File: config.mk
export PLATFORM = sky130hd
export DESIGN_NAME = turn_signal_input_ctrl_flat
export DESIGN_NICKNAME = d
export VERILOG_FILES = /design/src/rtl/light_pkg.sv /design/src/rtl/turn_signal_input_ctrl_if.sv /design/src/rtl/input_debounce.sv /design/src/rtl/turn_signal_input_ctrl.sv /design/src/flat_wrapper.sv
export SDC_FILE = /design/constraint.sdc
export NUM_CORES = 1
export LEC_CHECK = 0
export CAP_MARGIN = 20
export CORE_ASPECT_RATIO = 1.1
export CORE_UTILIZATION = 25
export CTS_CLUSTER_DIAMETER = 60
export DETAILED_ROUTE_END_ITERATION = 12
export HOLD_SLACK_MARGIN = 0.06
export SYNTH_ARGS = -nofsm -noshare
export SYNTH_HDL_FRONTEND = slang
export SYNTH_SLANG_ARGS = --single-unit
File: constraint.sdc
create_clock -name Clk -period 1.6 [get_ports Clk]
set_input_delay 0.16 -clock Clk [delete_from_list [all_inputs] [get_ports Clk]]
set_output_delay 0.16 -clock Clk [all_outputs]
set_load 0.1 [all_outputs]
File: src/rtl/light_pkg.sv
// light_pkg: shared types and defaults for the turn-signal input conditioning path.
package light_pkg;
    typedef enum logic {HZ_OFF = 1'b0, HZ_ON = 1'b1} hz_state_t;
    localparam int DB_CYCLES_DEF = 16;
endpackage

File: src/rtl/turn_signal_input_ctrl_if.sv
// turn_signal_input_ctrl_if: raw driver controls in, clean sequencer requests out.
interface turn_signal_input_ctrl_if;
    logic LeverL_raw;
    logic LeverR_raw;
    logic HazBtn_raw;
    logic Left;
    logic Right;
    logic Haz;
    modport master (output LeverL_raw, LeverR_raw, HazBtn_raw, input Left, Right, Haz);
    modport slave (input LeverL_raw, LeverR_raw, HazBtn_raw, output Left, Right, Haz);
endinterface

File: src/rtl/input_debounce.sv
// input_debounce: two-flop synchroniser plus stable-count debounce with a registered rising-edge pulse.
module input_debounce
    import light_pkg::*;
#(
    parameter int DB_CYCLES = DB_CYCLES_DEF,
    localparam int DB_W = $clog2(DB_CYCLES + 1)
) (
    input  logic Clk,
    input  logic Rst,
    input  logic raw_in,
    output logic db_out,
    output logic rise_pulse
);
    logic [1:0] sync;
    logic [DB_W-1:0] cnt;
    logic done;
    // The accepting edge is the DB_CYCLES-th consecutive cycle of disagreement.
    assign done = (sync[1] != db_out) && (cnt == DB_W'(DB_CYCLES - 1));
    always_ff @(posedge Clk or posedge Rst)
        if (Rst) begin
            sync <= '0;
            cnt <= '0;
            db_out <= 1'b0;
            rise_pulse <= 1'b0;
        end else begin
            sync <= {sync[0], raw_in};
            cnt <= (sync[1] == db_out || done) ? '0 : cnt + 1'b1;
            db_out <= done ? sync[1] : db_out;
            rise_pulse <= done & sync[1];
        end
endmodule

File: src/rtl/turn_signal_input_ctrl.sv
// turn_signal_input_ctrl: debounced lever/hazard conditioning feeding the tail-light sequencer.
// Optional LEVER_CANCELS_HAZ_EN: a fresh single-lever push cancels an active hazard.
module turn_signal_input_ctrl
    import light_pkg::*;
#(
    parameter int DB_CYCLES = DB_CYCLES_DEF
) (
    input logic Clk,
    input logic Rst,
    turn_signal_input_ctrl_if.slave bus
);
    logic db_l, db_r, db_h;
    logic rise_l, rise_r, rise_h;
    logic cancel, haz_req;
    hz_state_t hz, hz_next;
    input_debounce #(.DB_CYCLES(DB_CYCLES)) u_left (
        .Clk(Clk), .Rst(Rst), .raw_in(bus.LeverL_raw), .db_out(db_l), .rise_pulse(rise_l)
    );
    input_debounce #(.DB_CYCLES(DB_CYCLES)) u_right (
        .Clk(Clk), .Rst(Rst), .raw_in(bus.LeverR_raw), .db_out(db_r), .rise_pulse(rise_r)
    );
    input_debounce #(.DB_CYCLES(DB_CYCLES)) u_haz (
        .Clk(Clk), .Rst(Rst), .raw_in(bus.HazBtn_raw), .db_out(db_h), .rise_pulse(rise_h)
    );
`ifdef LEVER_CANCELS_HAZ_EN
    assign cancel = (rise_l & ~db_r) | (rise_r & ~db_l);
`else
    logic unused_rise;
    assign unused_rise = rise_l ^ rise_r ^ db_h;
    assign cancel = 1'b0;
`endif
    // A button toggle outranks a lever cancel in the same cycle.
    always_comb hz_next = rise_h ? (hz == HZ_ON ? HZ_OFF : HZ_ON) : (cancel ? HZ_OFF : hz);
    assign haz_req = (db_l & db_r) | (hz_next == HZ_ON);
    always_ff @(posedge Clk or posedge Rst)
        if (Rst) begin
            hz <= HZ_OFF;
            bus.Left <= 1'b0;
            bus.Right <= 1'b0;
            bus.Haz <= 1'b0;
        end else begin
            hz <= hz_next;
            bus.Left <= db_l & ~haz_req;
            bus.Right <= db_r & ~haz_req;
            bus.Haz <= haz_req;
        end
endmodule

File: src/flat_wrapper.sv
// flat-port wrapper written by rule: the top's interface ports become plain ports
module turn_signal_input_ctrl_flat import light_pkg::*;
#(
    parameter int DB_CYCLES = DB_CYCLES_DEF
)
  (Clk, Rst, bus_LeverL_raw, bus_LeverR_raw, bus_HazBtn_raw, bus_Left, bus_Right, bus_Haz);
  turn_signal_input_ctrl_if bus_i ();
  input logic Clk;
  input logic Rst;
  input wire logic [$bits(bus_i.LeverL_raw)-1:0] bus_LeverL_raw;
  input wire logic [$bits(bus_i.LeverR_raw)-1:0] bus_LeverR_raw;
  input wire logic [$bits(bus_i.HazBtn_raw)-1:0] bus_HazBtn_raw;
  output wire logic [$bits(bus_i.Left)-1:0] bus_Left;
  output wire logic [$bits(bus_i.Right)-1:0] bus_Right;
  output wire logic [$bits(bus_i.Haz)-1:0] bus_Haz;
  assign bus_i.LeverL_raw = bus_LeverL_raw;
  assign bus_i.LeverR_raw = bus_LeverR_raw;
  assign bus_i.HazBtn_raw = bus_HazBtn_raw;
  assign bus_Left = bus_i.Left;
  assign bus_Right = bus_i.Right;
  assign bus_Haz = bus_i.Haz;
  turn_signal_input_ctrl #(.DB_CYCLES(DB_CYCLES)) u_core (.Clk(Clk), .Rst(Rst), .bus(bus_i));
endmodule
# Word level (Yosys, flattened, before mapping)
# Cells that the tools add are included.
[totals] ff_bits=29 in_bits=5
[op_classes] add_sub_neg=3 eq_ne=9 n_mux=5 bitwise=6 reduce_logical=6
[ops] op="5-bit by 1-bit adder with 5-bit output, second input constant" n=3
[ops] op="5-bit by 4-bit equality test with 1-bit output, second input constant" n=3
[ops] op="5-bit two-way mux" n=3
[ops] op="1-bit AND" n=4
[ops] op="1-bit equality test" n=3
[ops] op="1-bit logical AND" n=3
[ops] op="1-bit logical OR" n=3
[ops] op="1-bit != test" n=3
[ops] op="1-bit two-way mux" n=2
[ops] op="1-bit inverter" n=1
[ops] op="1-bit bitwise OR" n=1

# Depth between registers and ports, before layout
# Gate-level depths: netlist (run 1).
[logic_depth] ltp_word=5 ltp_mapped=5 depth_no_buf=5

# Cells and area by module
# A second synthesis (run 1) with hierarchy kept.
[unflattened] cells_unflattened=93 hier_area_um2=1197.4
[by_module_without_submodules] mod="input_debounce" instances=3 cells_each=28 area_each_um2=354.1
[by_module_without_submodules] mod="turn_signal_input_ctrl" instances=1 cells_each=9 area_each_um2=135.1

# Least setup slack after synthesis (run 1)
# No wires, ideal clock.
[synth_timing] path_type="reg-to-reg" start="register u_core.u_left.cnt[0]" end="register u_core.u_left.db_out" arrival_ns=1.306 required_time_ns=1.472 slack_ns=0.167 stages_incl_launch_ff=5 n_path_buf=0 path_cell_list="dfrtp_1 > ha_1 > and3_1 > ha_1 > mux2_1"
[synth_between] elab_chain_len=2
[synth_rtl] item="start, declared" line="input_debounce.sv:15" source="logic [DB_W-1:0] cnt;"
[synth_rtl] item="start signal, assigned" line="input_debounce.sv:27" source="cnt <= (sync[1] == db_out || done) ? '0 : cnt + 1'b1;"
[synth_rtl] item="5-bit by 4-bit equality test with 1-bit output" line="input_debounce.sv:18" source="assign done = (sync[1] != db_out) && (cnt == DB_W'(DB_CYCLES - 1));"
[synth_rtl] item="1-bit logical AND" line="input_debounce.sv:18"
[synth_rtl] item="end signal, assigned" line="input_debounce.sv:28" source="db_out <= done ? sync[1] : db_out;"
[synth_rtl] item="end, declared" line="input_debounce.sv:11" source="output logic db_out,"
# Every way passes these cells.
# A chain may end at the register's enable or synchronous reset.

# Final worst setup path (run 1)
[layout_timing] start="register u_core.u_right.cnt[0]" end="register u_core.u_right.db_out"
[layout_between] elab_chain_len=2
[layout_rtl] item="start, declared" line="input_debounce.sv:15"
[layout_rtl] item="start signal, assigned" line="input_debounce.sv:27"
[layout_rtl] item="5-bit by 4-bit equality test with 1-bit output" line="input_debounce.sv:18"
[layout_rtl] item="1-bit logical AND" line="input_debounce.sv:18"
[layout_rtl] item="end signal, assigned" line="input_debounce.sv:28"
[layout_rtl] item="end, declared" line="input_debounce.sv:11"
# Every way passes these cells.

==> results of run 1 <==
[cells by family after synthesis]
| group | after synthesis | synth area share |
|---|---|---|
| compound gates | 8 | 0.0447 |
| xor+xnor | 7 | 0.0547 |
| fa+ha+maj | 6 | 0.0670 |
| buf+inv | 5 | 0.0168 |
| flops | 29 | 0.648 |
| mux | 2 | 0.0201 |
| simple gates | 25 | 0.149 |
[power breakdown]
| part | leakage [uW] | switching (uW) | total, uW | internal (uW) |
|---|---|---|---|---|
| combinational | 0.000198 | 34.4 | 68.8 | 34.4 |
| sequential | 0.000384 | 19.9 | 780 | 760 |
| clock | 0.0000585 | 252 | 758 | 507 |
| total | 0.000641 | 306 | 1610 | 1300 |
[how the worst min path moves through the flow]
| stage | from | endpoint | slack (ns) |
|---|---|---|---|
| 5_1_grt | bus_LeverL_raw | u_core.u_left.sync[0] | 0.31 |
| 4_1_cts | Rst | u_core.bus.Right | 0.29 |
| 2_1_floorplan | bus_HazBtn_raw | u_core.u_haz.sync[0] | 0.19 |
| 6_report | Rst | u_core.bus.Right | 0.27 |
| 3_5_place_dp | u_core.u_right.sync[0] | u_core.u_right.sync[1] | 0.34 |
| 3_3_place_gp | u_core.u_left.sync[0] | u_core.u_left.sync[1] | 0.33 |
[state kept, by name, indices dropped and copies added, names as in the netlist, 2 cells and up]
register / flops
u_core.u_haz.cnt: 5
u_core.u_left.cnt: 5
u_core.u_right.cnt: 5
u_core.u_haz.sync: 2
u_core.u_left.sync: 2
u_core.u_right.sync: 2
[layout by cell type (no fill, tap or decap)]
cell type,instances
and4_1,3
buf_12,3
buf_4,1
bufinv_16,1
clkbuf_8,6
clkbuf_1,1
clkdlybuf4s50_1,4
nor3_1,9
ha_2,2
and3_1,3
a21o_1,1
nor2_1,1
a21oi_1,3
xnor2_1,6
nand2_1,1
nor4_2,2
o21bai_1,3
inv_1,5
dfrtp_1,29
xor2_1,1
nor4_1,1
nor3b_1,5
o21ai_1,1
ha_1,4
mux2_1,2
[final cells by class]
type                    instances  share of cell area
inverters                       5              0.0133
clock buffers                   7              0.0610
repair buffers                  8              0.0760
well taps                      54              0.0477
flip-flops and latches         29               0.512
clock inverters                 1              0.0212
multi-input cells              48               0.269
[metrics by stage]
step	power (uW)	std cells	worst slack, ns
2_1_floorplan	837	82	0.167
3_3_place_gp	858	144	0.121
3_5_place_dp	864	144	0.0532
4_1_cts	1640	152	0.0393
5_1_grt	1680	152	0.0202
6_report	1610	152	0.0909
[layer usage]
metal / vias up / global-route usage / routed length, um
li1: 320 / - / -
met1: 311 / 0.0909 / 687
met2: 13 / 0.126 / 707
met3: 5 / 0.0346 / 71
met4: 0 / 0.0725 / 51
met5: - / 0 / 0
[worst register-to-register path, cell delays in order, from the launching register on]
cell,delay (ns)
dfrtp_1,0.40
ha_1,0.24
and3_1,0.19
ha_1,0.24
mux2_1,0.33
[repair_timing]
| action | in CTS | in global routing |
|---|---|---|
| hold endpoints to repair | 0 | 0 |
| endpoints found under the setup margin | 0 | 2 |
| gates resized for setup | 0 | 2 |
==> results.txt, run 1 <==
In this run the number of cells on the critical path is 4. The maximum count of clock buffers along a single path came out at 2. For the pin with the worst max-slew slack, the measured transition is ~0.44 ns. During placement, the flow inserted port buffers numbering 7. The cell sitting at the root of the clock tree is a clkbuf_8.

The number of setup violations in the final report is 0. In the synthesized netlist, the cells that appear most often are 29 x dfrtp_1, 9 x nor3_1, 6 x ha_1, 6 x xnor2_1. The fraction of registers with async set or reset after synthesis is 1.00.

The final weighted congestion in routability-driven placement came out at 0.642. The setup slack on the worst flop-to-flop path came out at just over 0.09 ns. The TritonCTS clock tree is done. The total number of yosys warnings is 0.

The maximum number of pins on one net before global-route repair is 30. The most frequently used cell type in the post-synthesis netlist is dfrtp_1. The worst IR drop on VDD is around 0.68 mV. The max-capacitance violation count came out at 0.

The post-synthesis cell type count came out at 18. The critical path required time is 1.76 ns. The depth of the most critical reg-to-reg path came out at 4. At the later pin of the worst-skew pair, clock insertion delay measures 0.27 ns.

The floorplan has 25 rows. The tightest hold margin came out at about 0.27 ns. Among cell families on the critical path, the largest total delay comes from adder cells. For this run the aggregate overflow at the end of global routing stands at 0. The final layout contains 108 nets. The worst-path maximum fanout is 6. The initial utilization of the core area, before any placement, comes to 0.261. Summed over all instances, the cell type with the most area after synthesis is dfrtp_1. The signal arrival time at the worst endpoint came out at 1.67 ns. STA classifies the critical path endpoint as a flop. Of the post-synthesis cell area, the dominant cell type holds 0.648.

In this run the static leakage power is 0.000641 uW. The final number of hold-violating endpoints came out at 0. The total power per unit cell area came out at 1130 mW/mm2. The storage element area came out at 726 um2. The area growth from synthesis to layout is 26.5%. The mean routed wirelength per cell came out at 9.97 um. The worst setup path is of the reg -> reg kind. After synthesis the cells add up to 0.00112 mm2. The number of buffers and inverters on the critical path is 0. The post-synth net total is between 90 and 100. The detailed-route DRC error count came out at 0. The total negative setup slack is 0 ns.

The share of the Yosys chip area taken by registers is 0.648. The worst setup skew after layout came out at 0.00410 ns. The horizontal die dimension came out at 65.8 um. The run finished with clean final reports. The via count came out at 649. The vertical die dimension came out at between 70 and 80 um.

The routed design could run at a clock period as short as approximately 1.5 ns. The number of pins exceeding their max-slew limit in the final report is 0. The repair_antennas step left the layout with diodes totalling 0. The delay of the slowest cell on the worst path came out at 0.40 ns. The synthesized design contains 0 enable-type register cells. The number of cells produced by synthesis is 82. The worst setup path is launched from a flop. The post-detailed-route via-to-cell ratio is 4.27. In the synthesized netlist the dominant register cell turns out to be dfrtp_1. The count of TritonRoute iterations in the first routing pass is 3.

The detailed router's first-iteration violation count is 1. The cell area after placement came out at approximately 0.0013 mm2. Following the worst setup path forward leads to its endpoint at u_core.u_right.db_out. The via count of the first global-routing pass is approximately 660. The number of top-level design ports is 8.

The total area of multi-input combinational cells came out at 380 um2. The slowest stage of the critical path belongs to the cell dfrtp_1. The die area came out at 0.00475 mm2. After clock tree synthesis, the clock-pin slew on the worst setup and hold paths is 0.06 ns. The HPWL after detailed placement came out at 1.11 mm. The level count of the clock H-tree came out at 2. Traced cell by cell, the critical path runs through ha_1 > and3_1 > ha_1 > mux2_1. The TritonCTS sink count is 29. The worst flop-to-flop path startpoint is u_core.u_right.cnt[0]. The number of buffers created by CTS is 5. The worst max-slew margin expressed relative to the limit came out at 0.702. The area of the placeable core came out at 0.00429 mm2. The tightest min-delay check is of the in -> async type. The overall fraction of global-route tracks in use came out at 0.0841. By area the synthesized netlist is led by dfrtp_1 65%, ha_1 6.7%, xnor2_1 4.7%.

The part of the cycle the worst path needs is 0.943. The number of antenna violations at the first check in global routing came out at 0. The wire length of the first global-routing pass is 2.81 mm. The routed wire length is 1.52 mm. The number of post-CTS setup repair buffers is 0. By instance count, the cell type seen most on the critical path is ha_1. The count of nets left with antenna violations once routing finished came out at 0. Once layout is done, the placed cells without fillers occupy 0.00142 mm2. The mean instance size in the synthesized netlist is 13.7 um2.

The number of inserted filler cells in the final layout is between 400 and 500. The highest clock frequency the design can meet is approximately 0.66 GHz. Setup repair after global routing left no endpoint under its margin. The synthesis-stage register bit count is 29. The post-route core utilization came out at 0.331. The capturing point of the worst reg2reg path is u_core.u_right.db_out.

The fraction of final layout cells sized beyond drive strength 1 is 0.153. The worst setup path startpoint is u_core.u_right.cnt[0]. The number of buffers inserted by hold repair at cts is 0.
No activity file was read; power rests on OpenSTA's default activity.
==> run 2: changes to the inputs <==
- CORE_MARGIN: unset -> 1.5
==> run 2 against run 1 <==
- combinational power rose by 2%
- hold slack worse by 0.016 ns
- setup slack gained 0.023 ns
- first-iteration DRC count grew to 12 times the previous value
- non-clock buffer count stayed put
- die area rose by 2.9%
- global-route usage grew 0.27 points
- clock power shrank 31%
- design area shrank 2.8%
- core utilization decreased by 0.93 points
- cell count down 1.3%
- sequential power hardly changed
==> results.txt, run 2 (same netlist as run 1, synthesis figures left out) <==
The max-capacitance violation count came out at 0. After the last flow step, the layout net total stands at around 110. The level count of the clock H-tree is 2. The maximum number of pins on one net before global-route repair came out at 30.

The HPWL after detailed placement is ~1.2 mm. The run finished with clean final reports. The TritonCTS sink count is 29.

Tracing the worst setup path back leads to its startpoint at u_core.u_left.cnt[0]. In this run the clock root is driven by a clkbuf_8. The post-CTS clock slew at the launch and capture registers of the worst setup and hold paths came out at 0.05 ns. Using the TritonRoute via totals, the vias-per-cell ratio works out to between 4 and 5.

The highest clock frequency the design can meet is approximately 0.67 GHz. The latest clock arrival within the worst-skew pair is 0.27 ns. The first global-routing pass estimated 3.04 mm of wire. The number of inserted filler cells in the final layout is about 430. The transition at the pin with the smallest max-transition slack came out at around 0.45 ns.

The overall fraction of global-route tracks in use is 0.0867. The fraction of final layout cells sized beyond drive strength 1 came out at 0.156. The routed wire length came out at 1.63 mm. The final number of hold-violating endpoints came to 0. The critical path goes through ha_1 > and3_1 > ha_2 > mux2_1. The leakage power total came out at 0.000621 uW. The post-route core utilization is 0.321. For the worst flop-to-flop path, the logic depth is 4. The critical path required time is ~1.8 ns. The via count of the first global-routing pass was 724. The number of buffers created by CTS is 5. The number of pins exceeding their max-slew limit in the final report was 0. On the critical path the largest part of the delay comes from adder cells. The cell with the largest stage delay on the worst path is dfrtp_1. The row count is 25.

The detailed router's first-iteration violation count is 12. Buffers placed on the I/O ports in this run total 7. Leaving out fill and tap cells, the most frequent cell in the layout is dfrtp_1. STA classifies the critical path startpoint as a flop.

The final weighted congestion in routability-driven placement is 0.623. The signal arrival time at the worst endpoint came out at approximately 1.6 ns. In this run the deepest clock path goes through 2 buffers. The number of buffers and inverters on the critical path is 0. The effective utilization at floorplan came out at 0.261.

The detailed router placed 664 vias in this run. The worst path needs approximately 1.5 ns of the cycle, external delays included. The total of cells resized after clock tree synthesis is 0. The number of antenna violations at the first check in global routing came out at 0. Setup repair after global routing left no endpoint under its margin. In this run the critical register-to-register path is launched from u_core.u_left.cnt[0]. By startpoint and endpoint, the worst setup path is classified as reg -> reg. The worst IR drop on VDD came out at 0.552 mV.

TritonCTS built the clock tree. The path class of the tightest hold or removal check is in -> async. The die covers 0.00489 mm2. The floorplan step defined a core boundary enclosing 0.00429 mm2.

The worst setup skew after layout came out at 0.00240 ns. The detailed-route DRC error count is 0. Dividing total power by cell area gives a power density of roughly 1000 mW/mm2. STA classifies the critical path endpoint as a flop. In the final layout, the registers with the most flip-flops are u_core.u_haz.cnt: 5 flops, u_core.u_left.cnt: 5 flops, u_core.u_right.cnt: 5 flops. The number of setup violations in the final report is 0. The cell count along the critical path is 4. In this run the horizontal extent of the chip is 66.8 um.

The total negative setup slack came out at 0 ns. The delay of the slowest cell on the worst path is ~0.4 ns. The mean routed wirelength per cell came out at about 11 um. The library cells used most frequently in the layout, excluding fill and tap cells, are 29 x dfrtp_1, 9 x nor3_1, 6 x xnor2_1. The worst pin sits at a relative slew slack of 0.700. The worst-path maximum fanout came out at 6. The vertical die dimension came out at 73.2 um. The number of top-level design ports came out at 8. The remaining global-route overflow came out at 0. The part of the cycle the worst path needs came out at 0.929.

The pre-antenna-repair detailed-routing pass consisted of 4 iterations. The diode insertion count for antenna repair came out at 0. The layout-stage area growth over the synthesis result is 22.9%.

The number of post-CTS setup repair buffers came out at 0. The number of buffers inserted by hold repair at cts is 0. The post-route antenna net violation count is 0.
[run 2: per-stage QoR]
stage	instances	setup WS, ns	total power, uW	instance area, um2	hold slack, ns
floorplan	82	0.167	837	1120	0.191
global placement	144	0.113	857	1290	0.335
detailed placement	144	0.0571	866	1290	0.341
CTS	150	0.0432	1400	1370	0.251
global route	150	0.0364	1450	1380	0.277
finish	150	0.114	1370	1380	0.249
[run 2: final cells by class]
class	count	area, um2	share of cell area
clock buffers	5	68.8	0.0500
clock inverters	1	5.00	0.00364
inverters	5	18.8	0.0136
multi-input cells	48	383	0.278
flip-flops and latches	29	726	0.527
well taps	54	67.6	0.0491
repair buffers	8	108	0.0782
[run 2: path summary, 6_finish.rpt]
| path | to | slack [ns] |
|---|---|---|
| setup / recovery | u_core.u_left.db_out | 0.11 |
| hold / removal | u_core.hz | 0.25 |
| setup reg to reg | u_core.u_left.db_out | 0.11 |
| hold reg to reg | u_core.u_left.sync[1] | 0.35 |
| max in group asynchronous | u_core.u_haz.cnt[4] | 1.09 |
| min in group Clk | u_core.u_left.sync[0] | 0.32 |
[run 2: tightest hold or removal path: cells and delay by family]
kind | cells | cell delay, ns
buffers and inverters | 3 | 0.77
[run 2: layer usage]
metal / wire length (um) / GRT usage / vias to the layer above
li1: - / - / 322
met1: 737 / 0.0908 / 323
met2: 776 / 0.133 / 13
met3: 65 / 0.0417 / 6
met4: 53 / 0.0658 / 0
met5: 0 / 0 / -
[run 2: power by group]
part           switching (uW)  internal (uW)
Combinational            35.3           34.6
Clock                     237            284
Sequential               21.0            760
Total                     293           1080
